$ cat src/rtl/fft_pkg.sv
// Shared FFT definitions: default sizes, bank state encoding and the
// bit-reversal helper used by the output reorder stage.
package fft_pkg;

  localparam int FFT_WIDTH = 12;
  localparam int FFT_N     = 16;
  localparam int MAX_LOGN  = 10;

  typedef enum logic [1:0] {
    EMPTY,
    FILLING,
    FULL,
    DRAINING
  } bank_state_t;

  // Reverses the low nbits bits of v; bits above nbits come back as zero.
  function automatic logic [MAX_LOGN-1:0] bitrev(input logic [MAX_LOGN-1:0] v,
                                                 input int nbits);
    logic [MAX_LOGN-1:0] r;
    r = '0;
    for (int i = 0; i < MAX_LOGN; i++) begin
      if (i < nbits) r[i] = v[nbits-1-i];
    end
    return r;
  endfunction

endpackage

$ cat src/rtl/fft_output_reorder_ram.sv
// Simple dual-port RAM for one half of one reorder bank: one write port,
// one read port with a registered output that holds while re is low.
module reorder_ram
  import fft_pkg::*;
#(
  parameter int width = FFT_WIDTH,
  parameter int DEPTH = FFT_N / 2,
  localparam int AW   = $clog2(DEPTH)
) (
  input  logic             clk,
  input  logic             we,
  input  logic [AW-1:0]    waddr,
  input  logic [width-1:0] wdata,
  input  logic             re,
  input  logic [AW-1:0]    raddr,
  output logic [width-1:0] rdata
);

  logic [width-1:0] mem [DEPTH];
  logic [width-1:0] rdata_reg;

  always_ff @(posedge clk) begin
    if (we) mem[waddr] <= wdata;
    if (re) rdata_reg <= mem[raddr];
  end

  assign rdata = rdata_reg;

endmodule

$ cat src/rtl/fft_output_reorder.sv
// Converts bit-reversed two-line FFT output into a natural-order serial
// stream through a ping-pong buffer. Optional status ports: FFT_REORDER_STATUS_EN.
module fft_output_reorder
  import fft_pkg::*;
#(
  parameter int width = FFT_WIDTH,
  parameter int N     = FFT_N
) (
  input  logic             clk,
  input  logic             reset,
  input  logic             in_valid,
  output logic             in_ready,
  input  logic [width-1:0] line1,
  input  logic [width-1:0] line2,
  output logic             out_valid,
  input  logic             out_ready,
  output logic [width-1:0] out_data,
  output logic             out_last
`ifdef FFT_REORDER_STATUS_EN
  ,
  output logic [15:0]      frames_out,
  output logic [0:0]       drop_err
`endif
);

  localparam int LOGN = $clog2(N);
  localparam int HALF = N / 2;
  localparam int AW   = LOGN - 1;
  localparam logic [AW-1:0]   W_LAST = AW'(HALF - 1);
  localparam logic [LOGN-1:0] K_LAST = LOGN'(N - 1);

  // Write side
  logic            wr_bank_reg, wr_bank_next;
  logic [AW-1:0]   wr_cnt_reg, wr_cnt_next;
  logic            in_ready_reg, in_ready_next;
  logic [AW-1:0]   wr_addr;
  bank_state_t     state_reg [2];
  bank_state_t     state_next [2];

  // Read side: iss_bank follows address issue, rd_bank follows output transfers
  logic            iss_bank_reg, iss_bank_next;
  logic            rd_bank_reg, rd_bank_next;
  logic [LOGN-1:0] rd_cnt_reg, rd_cnt_next;
  logic            rd_pend_reg, rd_pend_next;
  logic [1:0]      pend_sel_reg, pend_sel_next;
  logic            pend_last_reg, pend_last_next;
  logic            out_valid_reg, out_valid_next;
  logic [width-1:0] out_data_reg, out_data_next;
  logic            out_last_reg, out_last_next;

  logic            wr_fire, out_fire, slot_free, readable, issue, load;
  logic [3:0]      ram_we, ram_re;
  logic [width-1:0] ram_rdata [4];

  assign wr_fire   = in_valid & in_ready_reg;
  assign out_fire  = out_valid_reg & out_ready;
  assign slot_free = ~out_valid_reg | out_ready;
  // A new frame may start only from a FULL bank; mid-frame issue always continues.
  assign readable  = (rd_cnt_reg == '0) ? (state_reg[iss_bank_reg] == FULL) : 1'b1;
  assign issue     = readable & slot_free;
  assign load      = rd_pend_reg & slot_free;
  assign wr_addr   = AW'(bitrev(MAX_LOGN'({wr_cnt_reg, 1'b0}), LOGN));

  genvar gi;
  generate
    for (gi = 0; gi < 4; gi++) begin : g_ram
      logic [width-1:0] wdata;
      if ((gi & 1) == 1) begin : g_hi
        assign wdata = line2;
      end else begin : g_lo
        assign wdata = line1;
      end
      assign ram_we[gi] = wr_fire & (wr_bank_reg == 1'(gi >> 1));
      assign ram_re[gi] = issue & (iss_bank_reg == 1'(gi >> 1))
                        & (rd_cnt_reg[LOGN-1] == 1'(gi & 1));
      reorder_ram #(
        .width(width),
        .DEPTH(HALF)
      ) u_ram (
        .clk  (clk),
        .we   (ram_we[gi]),
        .waddr(wr_addr),
        .wdata(wdata),
        .re   (ram_re[gi]),
        .raddr(rd_cnt_reg[AW-1:0]),
        .rdata(ram_rdata[gi])
      );
    end

    for (gi = 0; gi < 2; gi++) begin : g_bank
      always_comb begin
        state_next[gi] = state_reg[gi];
        case (state_reg[gi])
          EMPTY: begin
            if (wr_fire && wr_bank_reg == 1'(gi)) state_next[gi] = FILLING;
          end
          FILLING: begin
            if (wr_fire && wr_bank_reg == 1'(gi) && wr_cnt_reg == W_LAST)
              state_next[gi] = FULL;
          end
          FULL: begin
            if (issue && iss_bank_reg == 1'(gi)) state_next[gi] = DRAINING;
          end
          DRAINING: begin
            if (out_fire && out_last_reg && rd_bank_reg == 1'(gi))
              state_next[gi] = EMPTY;
          end
          default: state_next[gi] = EMPTY;
        endcase
      end
    end
  endgenerate

  always_comb begin
    wr_cnt_next  = wr_cnt_reg;
    wr_bank_next = wr_bank_reg;
    if (wr_fire) begin
      if (wr_cnt_reg == W_LAST) begin
        wr_cnt_next  = '0;
        wr_bank_next = ~wr_bank_reg;
      end else begin
        wr_cnt_next = wr_cnt_reg + 1'b1;
      end
    end
    in_ready_next = (state_next[wr_bank_next] == EMPTY)
                  | (state_next[wr_bank_next] == FILLING);
  end

  always_comb begin
    rd_cnt_next    = rd_cnt_reg;
    iss_bank_next  = iss_bank_reg;
    pend_sel_next  = pend_sel_reg;
    pend_last_next = pend_last_reg;
    rd_pend_next   = issue | (rd_pend_reg & ~load);
    if (issue) begin
      rd_cnt_next    = rd_cnt_reg + 1'b1;
      pend_sel_next  = {iss_bank_reg, rd_cnt_reg[LOGN-1]};
      pend_last_next = (rd_cnt_reg == K_LAST);
      if (rd_cnt_reg == K_LAST) iss_bank_next = ~iss_bank_reg;
    end

    out_valid_next = out_valid_reg;
    out_data_next  = out_data_reg;
    out_last_next  = out_last_reg;
    if (load) begin
      out_valid_next = 1'b1;
      out_data_next  = ram_rdata[pend_sel_reg];
      out_last_next  = pend_last_reg;
    end else if (out_fire) begin
      out_valid_next = 1'b0;
    end

    rd_bank_next = rd_bank_reg;
    if (out_fire && out_last_reg) rd_bank_next = ~rd_bank_reg;
  end

  always_ff @(posedge clk) begin
    if (reset) begin
      wr_bank_reg   <= 1'b0;
      wr_cnt_reg    <= '0;
      in_ready_reg  <= 1'b0;
      state_reg[0]  <= EMPTY;
      state_reg[1]  <= EMPTY;
      iss_bank_reg  <= 1'b0;
      rd_bank_reg   <= 1'b0;
      rd_cnt_reg    <= '0;
      rd_pend_reg   <= 1'b0;
      pend_sel_reg  <= '0;
      pend_last_reg <= 1'b0;
      out_valid_reg <= 1'b0;
      out_data_reg  <= '0;
      out_last_reg  <= 1'b0;
    end else begin
      wr_bank_reg   <= wr_bank_next;
      wr_cnt_reg    <= wr_cnt_next;
      in_ready_reg  <= in_ready_next;
      state_reg[0]  <= state_next[0];
      state_reg[1]  <= state_next[1];
      iss_bank_reg  <= iss_bank_next;
      rd_bank_reg   <= rd_bank_next;
      rd_cnt_reg    <= rd_cnt_next;
      rd_pend_reg   <= rd_pend_next;
      pend_sel_reg  <= pend_sel_next;
      pend_last_reg <= pend_last_next;
      out_valid_reg <= out_valid_next;
      out_data_reg  <= out_data_next;
      out_last_reg  <= out_last_next;
    end
  end

  assign in_ready  = in_ready_reg;
  assign out_valid = out_valid_reg;
  assign out_data  = out_data_reg;
  assign out_last  = out_last_reg;

`ifdef FFT_REORDER_STATUS_EN
  logic [15:0] frames_out_reg;
  logic        drop_err_reg;

  always_ff @(posedge clk) begin
    if (reset) begin
      frames_out_reg <= '0;
      drop_err_reg   <= 1'b0;
    end else begin
      if (out_fire && out_last_reg) frames_out_reg <= frames_out_reg + 16'd1;
      if (in_valid && !in_ready_reg) drop_err_reg <= 1'b1;
    end
  end

  assign frames_out = frames_out_reg;
  assign drop_err   = drop_err_reg;
`endif

endmodule

$ cat config.mk
export PLATFORM = sky130hd
export DESIGN_NAME = fft_output_reorder
export DESIGN_NICKNAME = d
export VERILOG_FILES = /design/src/rtl/fft_pkg.sv /design/src/rtl/fft_output_reorder_ram.sv /design/src/rtl/fft_output_reorder.sv
export SDC_FILE = /design/constraint.sdc
export NUM_CORES = 1
export LEC_CHECK = 0
export ABC_CLOCK_PERIOD_IN_PS = 3750
export CAP_MARGIN = 10
export CORE_MARGIN = 10
export CORE_UTILIZATION = 25
export DETAILED_ROUTE_END_ITERATION = 7
export PLACE_DENSITY = 0.37
export SYNTH_ARGS = -nofsm -noshare
export SYNTH_HDL_FRONTEND = slang
export SYNTH_SLANG_ARGS = --single-unit
$ cat constraint.sdc
create_clock -name clk -period 3.75 [get_ports clk]
set_clock_uncertainty 0.15 [all_clocks]
set_input_delay 0.75 -clock clk [delete_from_list [all_inputs] [get_ports clk]]
set_output_delay 0.75 -clock clk [all_outputs]
set_load 0.005 [all_outputs]
-- Word level (Yosys, flattened, before mapping)
Memory sizes are Yosys's and may differ from the RTL's. A register that Yosys moved wholly into a read port is not among the register bits.
Cells that the tools add are included.
- bits in registers: 29
- RAM bits: 388
- input port bits: 28
- memories: 5
- word-level logic and storage cells: 105
- equality and inequality tests: 10
- add/subtract/negate cells: 2
- bitwise logic cells: 26
- reduce and logical (&&, ||, !) cells: 15
- order comparisons: 2
- multiplexer cells: 33
- memory list (name ; words ; width ; rd ports ; clocked after Yosys merged registers in ; write ports ; line ; source):
    g_ram[0].u_ram.mem ; 8 ; 12 ; 1 ; 1 ; 1 ; fft_output_reorder_ram.sv:19 ; logic [width-1:0] mem [DEPTH];
    g_ram[1].u_ram.mem ; 8 ; 12 ; 1 ; 1 ; 1 ; fft_output_reorder_ram.sv:19 ;
    g_ram[2].u_ram.mem ; 8 ; 12 ; 1 ; 1 ; 1 ; fft_output_reorder_ram.sv:19 ;
    g_ram[3].u_ram.mem ; 8 ; 12 ; 1 ; 1 ; 1 ; fft_output_reorder_ram.sv:19 ;
    state_reg ; 2 ; 2 ; 3 ; 1 ; 2 ; fft_output_reorder.sv:37 ; bank_state_t state_reg [2];
- operators by type and width (operator ; count):
    $mux W2 ; 13
    $bmux W12 S2 ; 1
    $mux W12 ; 2
    $pmux W2 S4 ; 2
    $mux W1 ; 14
    $and A1 B1 Y1 ; 13
    $eq A2 B2 Y1 const B ; 5
    $logic_and A1 B1 Y1 ; 9
    $eq A2 B1 Y1 const B ; 3
    $logic_not A2 Y1 ; 3
    $not A1 Y1 ; 6
    $or A1 B1 Y1 ; 5
    $add A4 B1 Y4 const B ; 1
    $eq A4 B4 Y1 const B ; 1
    $logic_not A4 Y1 ; 1
    $add A3 B1 Y3 const B ; 1
    $eq A3 B3 Y1 const B ; 1
    $ge A3 B3 Y1 const B ; 1
    $mux W3 ; 1
    $not A2 Y3 ; 1
    $ge A2 B2 Y1 const B ; 1
    $not A1 Y2 ; 1
    $reduce_and A2 Y1 ; 1
    $reduce_bool A2 Y1 ; 1

-- Depth between registers and ports, before layout
Gate-level depths: netlist of run 1.
- depth after elaboration: 11
- mapped depth: 10

-- Modules after synthesis
A second synthesis of run 1 with hierarchy kept.
- cells, all modules: 837
- area, all modules: 18114.9 sq um
- by module, submodules not included (module ; instances ; seq. area each (sq um) ; cells each ; area an instance (sq um)):
    reorder_ram ; 4 ; 3243.1 ; 164 ; 4107.7
    fft_output_reorder ; 1 ; 680.7 ; 181 ; 1684.1

-- Least setup slack after synthesis of run 1
Ideal clock, no wire load.
- kind: in2reg
- start: input in_valid
- end: memory g_ram[0].u_ram.mem[2][0] in the netlist's numbering, enable pin
- arrival: 2754 ps
- setup slack: 405 ps
- stages on the path: 2
- path through: and3_1 nor3b_1
- word-level cells in the longest chain between the ends: 4
- ends and longest elaborated chain (element ; line ; source):
    start, declared ; fft_output_reorder.sv:11 ; input logic in_valid,
    $and A1 B1 Y1 ; fft_output_reorder.sv:55 ; assign wr_fire = in_valid & in_ready_reg;
    $and A1 B1 Y1 ; fft_output_reorder.sv:73 ; assign ram_we[gi] = wr_fire & (wr_bank_reg == 1'(gi >> 1));
    $mux W1 ; fft_output_reorder_ram.sv:23 ; if (we) mem[waddr] <= wdata;
    $mux W1 (implied by the code) ; fft_output_reorder_ram.sv:23 ;
    end, declared ; fft_output_reorder_ram.sv:19 ;
Every way passes these cells.

-- Worst setup path in the final report of run 1
- start: register in_ready_reg (netlist: in_ready)
- end: output in_ready
- RTL lines (element ; line ; source):
    start, declared ; fft_output_reorder.sv:35 ; logic in_ready_reg, in_ready_next;
    start signal, assigned ; fft_output_reorder.sv:176 ; in_ready_reg <= in_ready_next;
    end, declared ; fft_output_reorder.sv:12 ; output logic in_ready,
No word-level cell between the ends.

==> results of run 1 <==
## per-stage QoR
step / area, um2 / instances / hold slack, ns / utilization
after CTS: 21200 / 1984 / 0.305 / 0.302
final: 21200 / 1984 / 0.302 / 0.302
after detailed placement: 19600 / 1892 / 0.298 / 0.279
after global routing: 21200 / 1984 / 0.323 / 0.302
after global placement: 19600 / 1892 / 0.296 / 0.279
after floorplan: 17700 / 919 / 0.282 / -
## worst min-delay path by stage
stage / startpoint / to / slack, ns / depth (start not counted)
finish: out_data[8]$_SDFFE_PP0P_ / out_data[8]$_SDFFE_PP0P_ / 0.30 / 2
detailed placement: out_data[11]$_SDFFE_PP0P_ / out_data[11]$_SDFFE_PP0P_ / 0.30 / 2
CTS: out_data[11]$_SDFFE_PP0P_ / out_data[11]$_SDFFE_PP0P_ / 0.31 / 2
global placement: out_data[10]$_SDFFE_PP0P_ / out_data[10]$_SDFFE_PP0P_ / 0.30 / 2
floorplan: pend_last_reg$_SDFFE_PP0N_ / out_last$_SDFFE_PP0P_ / 0.28 / 2
global route: out_data[1]$_SDFFE_PP0P_ / out_data[1]$_SDFFE_PP0P_ / 0.32 / 2
## power by group
group          leakage (nW)  total (mW)  switching, mW  internal, mW
clock network         0.763        4.72           2.03          2.69
registers              4.17        5.86         0.0850          5.78
logic                  1.64        1.11          0.563         0.551
## layer usage
layer  vias to the layer above  global-route usage  share of wire
met3                        62              0.0192          0.036
met4                         0              0.0311          0.019
met1                      4464               0.161           0.48
met2                       159               0.180           0.47
met5                         -                   0              0
li1                       3787                   -              -
## area by class of cell
type	count	area (um2)
fillers	6920	49000
flip-flops and latches	466	13700
multi-input cells	399	3910
clock buffers	58	1350
well taps	940	1180
repair buffers	77	821
clock inverters	34	209
inverters	10	37.5
## cell families after synthesis
group,Yosys count
flops,466
simple gates,243
mux,111
buf+inv,54
compound gates,33
fa+ha+maj,8
xor+xnor,4
## cells in the mapped netlist (3+ instances only)
cell / count / area, um2
and3_1: 6 / 37.5
clkbuf_1: 19 / 71.3
mux2i_1: 3 / 30.0
edfxtp_1: 432 / 13000
dfxtp_1: 34 / 681
buf_1: 6 / 22.5
ha_1: 8 / 100
buf_2: 15 / 75.1
buf_6: 3 / 33.8
nand2_1: 187 / 702
xor2_1: 3 / 26.3
nor3_1: 3 / 15.0
mux4_2: 108 / 2430
nor2_1: 28 / 105
a21oi_1: 22 / 110
inv_1: 10 / 37.5
nor2b_1: 3 / 18.8
==> results.md, run 1 <==
- Post-DP HPWL: approximately 29 mm
- Synth Area in XOR/XNOR: 0.00198
- Post-Synth Simple-Gate Area: 0.0563
- CTS tree: done
- Port Buf Inserts: 42
- Core area: 70100 um2
- Total track usage: 0.114
- Layout area overhead: 19.5%
- Yosys warns: 0
- Die span in y: roughly 290 um
- Avg WL per Cell: ~24 um
- Worst vdd ir: between 0.2 and 0.3 mV
- Reg2reg start: wr_bank_reg$_SDFF_PP0_
- ANT nets after route: 0
- Num CTS Buffers: 52
- Placer Congestion: roughly 0.73
- Via count: roughly 8500
- Vias in the first global route: between 9000 and 10000
- Most common cell after layout, fill and taps aside: edfxtp_1
- Slowest cell on crit path: clkdlybuf4s50_1
- Hold crit path type: reg -> reg
- Most frequent cells in the layout: 432 x edfxtp_1, 187 x nand2_1, 108 x mux4_2, 53 x clkbuf_16, 42 x clkdlybuf4s50_1
- Hold_buf cts: 0
- Final setup fails: 0
- Final Total Pwr: between 10 and 15 mW
- Synth Area in Compound Gates: 0.0117
- Pre-antenna DRT Iters: 5
- ANT cells: 0
- Slew @ Worst Pin: approximately 0.91 ns
- Max Slew Vio Count: 0
- Critical path depth in cells: 1
- FFs w/ async S/R, synth: 0
- Avg Cell Area, Syn: 19.3 um2
- DRC: 0
- CP Launch Type: flop
- Post-Syn Instances: 919
- R2R cell count: 3
- Setup crit end: in_ready
- Clk slew on worst S/H paths: approximately 0.06 ns
- Worst Path Arrival: around 1.6 ns
- Pleak: around 6.6 nW
- Initial antenna violation count: 2
- NumNets Final: around 1000
- RSZ-0062 raised after global routing: false
- Synth unique cells: 38
- Post-synthesis mux area share: 0.139
- Postcts setup bufs: 0
- Clk Latency, worst-skew pair: 0.59 ns
- Drt total wl: about 47 mm
- Delay-heaviest family, CP: buffers and inverters
- Largest register FFs: 384
- Fin crit period: 2.54 ns
- Die area: about 82000 um2
- Post-CTS Resized: 0
- Critical path class: reg -> out
- Iter 0 DRT Violations: around 520
- Slew headroom: 0.393
- Gr ovfl total: 0
- R2R setup slack: 1.21 ns
- CP required: between 2 and 3 ns
- Row Count: 97
- Crit path cell chain: clkdlybuf4s50_1
- Critical Path Start: in_ready$_SDFF_PP0_
- Endpoint class of the critical path: output pin
- Maxcap violations: 0
- First-pass GRT wire length: 67.8 mm
- Final hold violation count: 0
- Longest Clk Path Bufs: 3
- EDFF count, synth: 432
- DR vias/cell: between 4 and 5
- Reg-to-reg endpoint: g_ram[2].u_ram.mem[1][9]$_DFFE_PP_
- CP max FO: 7
- Sequential area share after synthesis: 0.771
- Adder-cell share of the synthesized area: 0.00565
- Ys flop type: edfxtp_1
- Post-route setup TNS: 0 ns
- Flops & latches, synth: roughly 470
- Critical path's largest stage delay: 0.58 ns
- CTS Root Cell: clkbuf_16
- Fmax achieved: 394 MHz
- PnR worst setup slack: approximately 1.2 ns
- Post-synthesis net count: between 900 and 1000
- Share of cells above drive strength 1: 0.225
- Cell Area, Synth: approximately 18000 um2
- Sink Count: 466
- Final Cycle Share: 0.677
- DP Worst Slack: between 0.6 and 0.7 ns
- Worst path bufs/invs: 1
- Die Wd: 286 um
- IO Pins: between 40 and 50
- Largest net degree at the start of global routing: 53
- H-tree Lvls: 2
- Initial core utilization: 0.252
- Power density over the cells: ~550 nW/um2
- Largest family of logic cells by synthesized area: multiplexers
- Status: finished clean
(Power assumes the default switching activity.)
==> run 2: changes to the inputs <==
ABC_CLOCK_PERIOD_IN_PS = 2600   (was 3750)
clock period = 2.6 ns   (was 3.75 ns; I/O delays follow)
==> run 2 against run 1 <==
Effect of this change:
- final area increased by 2.4%
- sequential power increased by 43%
- first-iteration DRC count increased by 16%
- largest cell class unchanged
- largest power group unchanged
- core utilization increased by 0.72 points
- critical path depth unchanged
- setup slack got worse by 0.95 ns
- combinational power increased by 48%
- sequential cell count unchanged
- global-route usage decreased by 0.33 points
- register-to-register slack got worse by 0.80 ns
- worst hold slack improved by 0.0053 ns
- total power increased by 47%
==> results.md, run 2 (synthesis gave the netlist of run 1 again) <==
- Design Area, Final: around 22000 um2
- Num CTS Buffers: slightly above 50
- Min-delay src: out_data[5]$_SDFFE_PP0P_
- Port Buf Inserts: 42
- Final Total Pwr: between 15 and 20 mW
- DP Worst Slack: between 0.1 and 0.15 ns
- Final setup fails: 0
- Iter 0 DRT Violations: roughly 600
- Via count: ~8500
- First-pass GRT wire length: 65.9 mm
- Hold crit path type: reg -> reg
- Most common cell after layout, fill and taps aside: edfxtp_1
- Clk Latency, worst-skew pair: approximately 0.6 ns
- Largest register FFs: 384
- DP Area: between 15000 and 20000 um2
- Crit path cell chain: clkdlybuf4s50_1
- Postcts setup bufs: 0
- CTS Root Cell: clkbuf_16
- Reg2reg start: rd_cnt_reg[0]$_SDFFE_PP0N_
- PnR worst setup slack: between 0.2 and 0.3 ns
- Met2 GRT Util: 0.180
- Final Cycle Share: 0.901
- Endpoint class of the critical path: output pin
- Die Wd: approximately 290 um
- Slowest cell on crit path: clkdlybuf4s50_1
- Reg-to-reg endpoint: g_ram[2].u_ram.rdata[2]$_DFFE_PP_
- H-tree Lvls: 2
- Sequential power share: 0.489
- R2R setup slack: slightly above 0.4 ns
- CP required: 1.93 ns
- Met3 Usage GRT: 0.0210
- Cell internal pwr: between 10 and 15 mW
- Power density over the cells: 793 nW/um2
- Total track usage: 0.111
- Row Count: slightly below 100
- Avg WL per Cell: about 23 um
- Area of the multi-input gates: about 3900 um2
- Final hold violation count: 0
- Initial core utilization: 0.252
- Delay-heaviest family, CP: buffers and inverters
- Placer Congestion: ~0.71
- Switching share of power: 0.228
- CTS tree: done
- Critical path depth in cells: 1
- NumNets Final: around 1100
- Hold Path Stages: 2
- Clock share of power: 0.416
- Most frequent cells in the layout: 432 x edfxtp_1, 187 x nand2_1, 108 x mux4_2, 56 x clkbuf_16, 42 x clkdlybuf4s50_1
- Largest net degree at the start of global routing: between 50 and 60
- R2R cell count: 6
- Critical path's largest stage delay: between 0.6 and 0.7 ns
- Critical path class: reg -> out
- ANT nets after route: 0
- DR vias/cell: 4.22
- Number of fill cells in the layout: between 6000 and 7000
- Hold worst-path end: out_data[5]$_SDFFE_PP0P_
- IO Pins: 43
- ANT cells: 0
- Worst vdd ir: ~0.45 mV
- Clk slew on worst S/H paths: around 0.060 ns
- Slew @ Worst Pin: approximately 0.76 ns
- Layout area overhead: 22.4%
- Busiest grt layer: met2
- Fmax achieved: about 430 MHz
- RSZ-0062 raised after global routing: false
- Sink Count: around 470
- P_sw: around 3.9 mW
- Drt total wl: between 40 and 50 mm
- Post-route insts no fill: between 2000 and 2500
- Maxcap violations: 0
- Pleak: a little under 7 nW
- CP Launch Type: flop
- Status: finished clean
- Cells after DPL: ~1900
- Slew headroom: 0.490
- Longest Clk Path Bufs: 3
- Vias in the first global route: just over 9000
- Initial antenna violation count: 3
- Pre-antenna DRT Iters: 5
- Share of cells above drive strength 1: 0.256
- Die area: a little over 80000 um2
- M1 GR Usage: 0.150
- Die span in y: 286 um
- Post-DP HPWL: 29.3 mm
- DRC: 0
- Hold_buf cts: 0
- Worst path bufs/invs: 1
- Combinational cell fraction of total power: 0.095
- Register area: approximately 14000 um2
- Max Slew Vio Count: 0
- Core area: 70100 um2
- Post-CTS Resized: 0
- Worst Path Arrival: 1.67 ns
- Gr ovfl total: 0
- CP max FO: 7
- Fin crit period: 2.34 ns
## run 2: final cells by class
cell class | instances | area share
repair buffers | 106 | 0.0554
well taps | 940 | 0.0543
clock buffers | 63 | 0.0664
flip-flops and latches | 466 | 0.631
clock inverters | 32 | 0.0107
inverters | 10 | 0.00173
multi-input cells | 399 | 0.181
## run 2: worst max-delay path by stage
stage / start / endpoint
floorplan: rd_cnt_reg[1]$_SDFFE_PP0N_ / g_ram[0].u_ram.rdata[0]$_DFFE_PP_
global placement: in_valid / g_ram[3].u_ram.mem[4][10]$_DFFE_PP_
detailed placement: in_valid / g_ram[3].u_ram.mem[4][5]$_DFFE_PP_
CTS: in_ready$_SDFF_PP0_ / in_ready
global route: in_ready$_SDFF_PP0_ / in_ready
finish: in_ready$_SDFF_PP0_ / in_ready
## run 2: stage by stage
step / hold slack [ns] / util / setup TNS [ns]
5_1_grt: 0.335 / 0.309 / 0
6_report: 0.307 / 0.309 / 0
4_1_cts: 0.308 / 0.309 / 0
3_3_place_gp: 0.297 / 0.285 / 0
2_1_floorplan: 0.282 / - / -0.997
3_5_place_dp: 0.300 / 0.285 / 0
## run 2: power groups by stage
stage | clock network [mW] | logic (mW) | registers, mW
6_report | 7.14 | 1.64 | 8.40
3_3_place_gp | 0 | 1.71 | 8.57
5_1_grt | 7.69 | 1.81 | 8.41
3_5_place_dp | 0 | 1.71 | 8.57
2_1_floorplan | 0 | 1.10 | 8.52
4_1_cts | 7.40 | 1.71 | 8.41
## run 2: per-layer routing
layer	routed length (um)	up-vias	share of wire
li1	-	3844	-
met1	20900	4437	0.46
met2	21800	169	0.48
met3	2030	62	0.044
met4	917	2	0.020
met5	9	-	0.00020
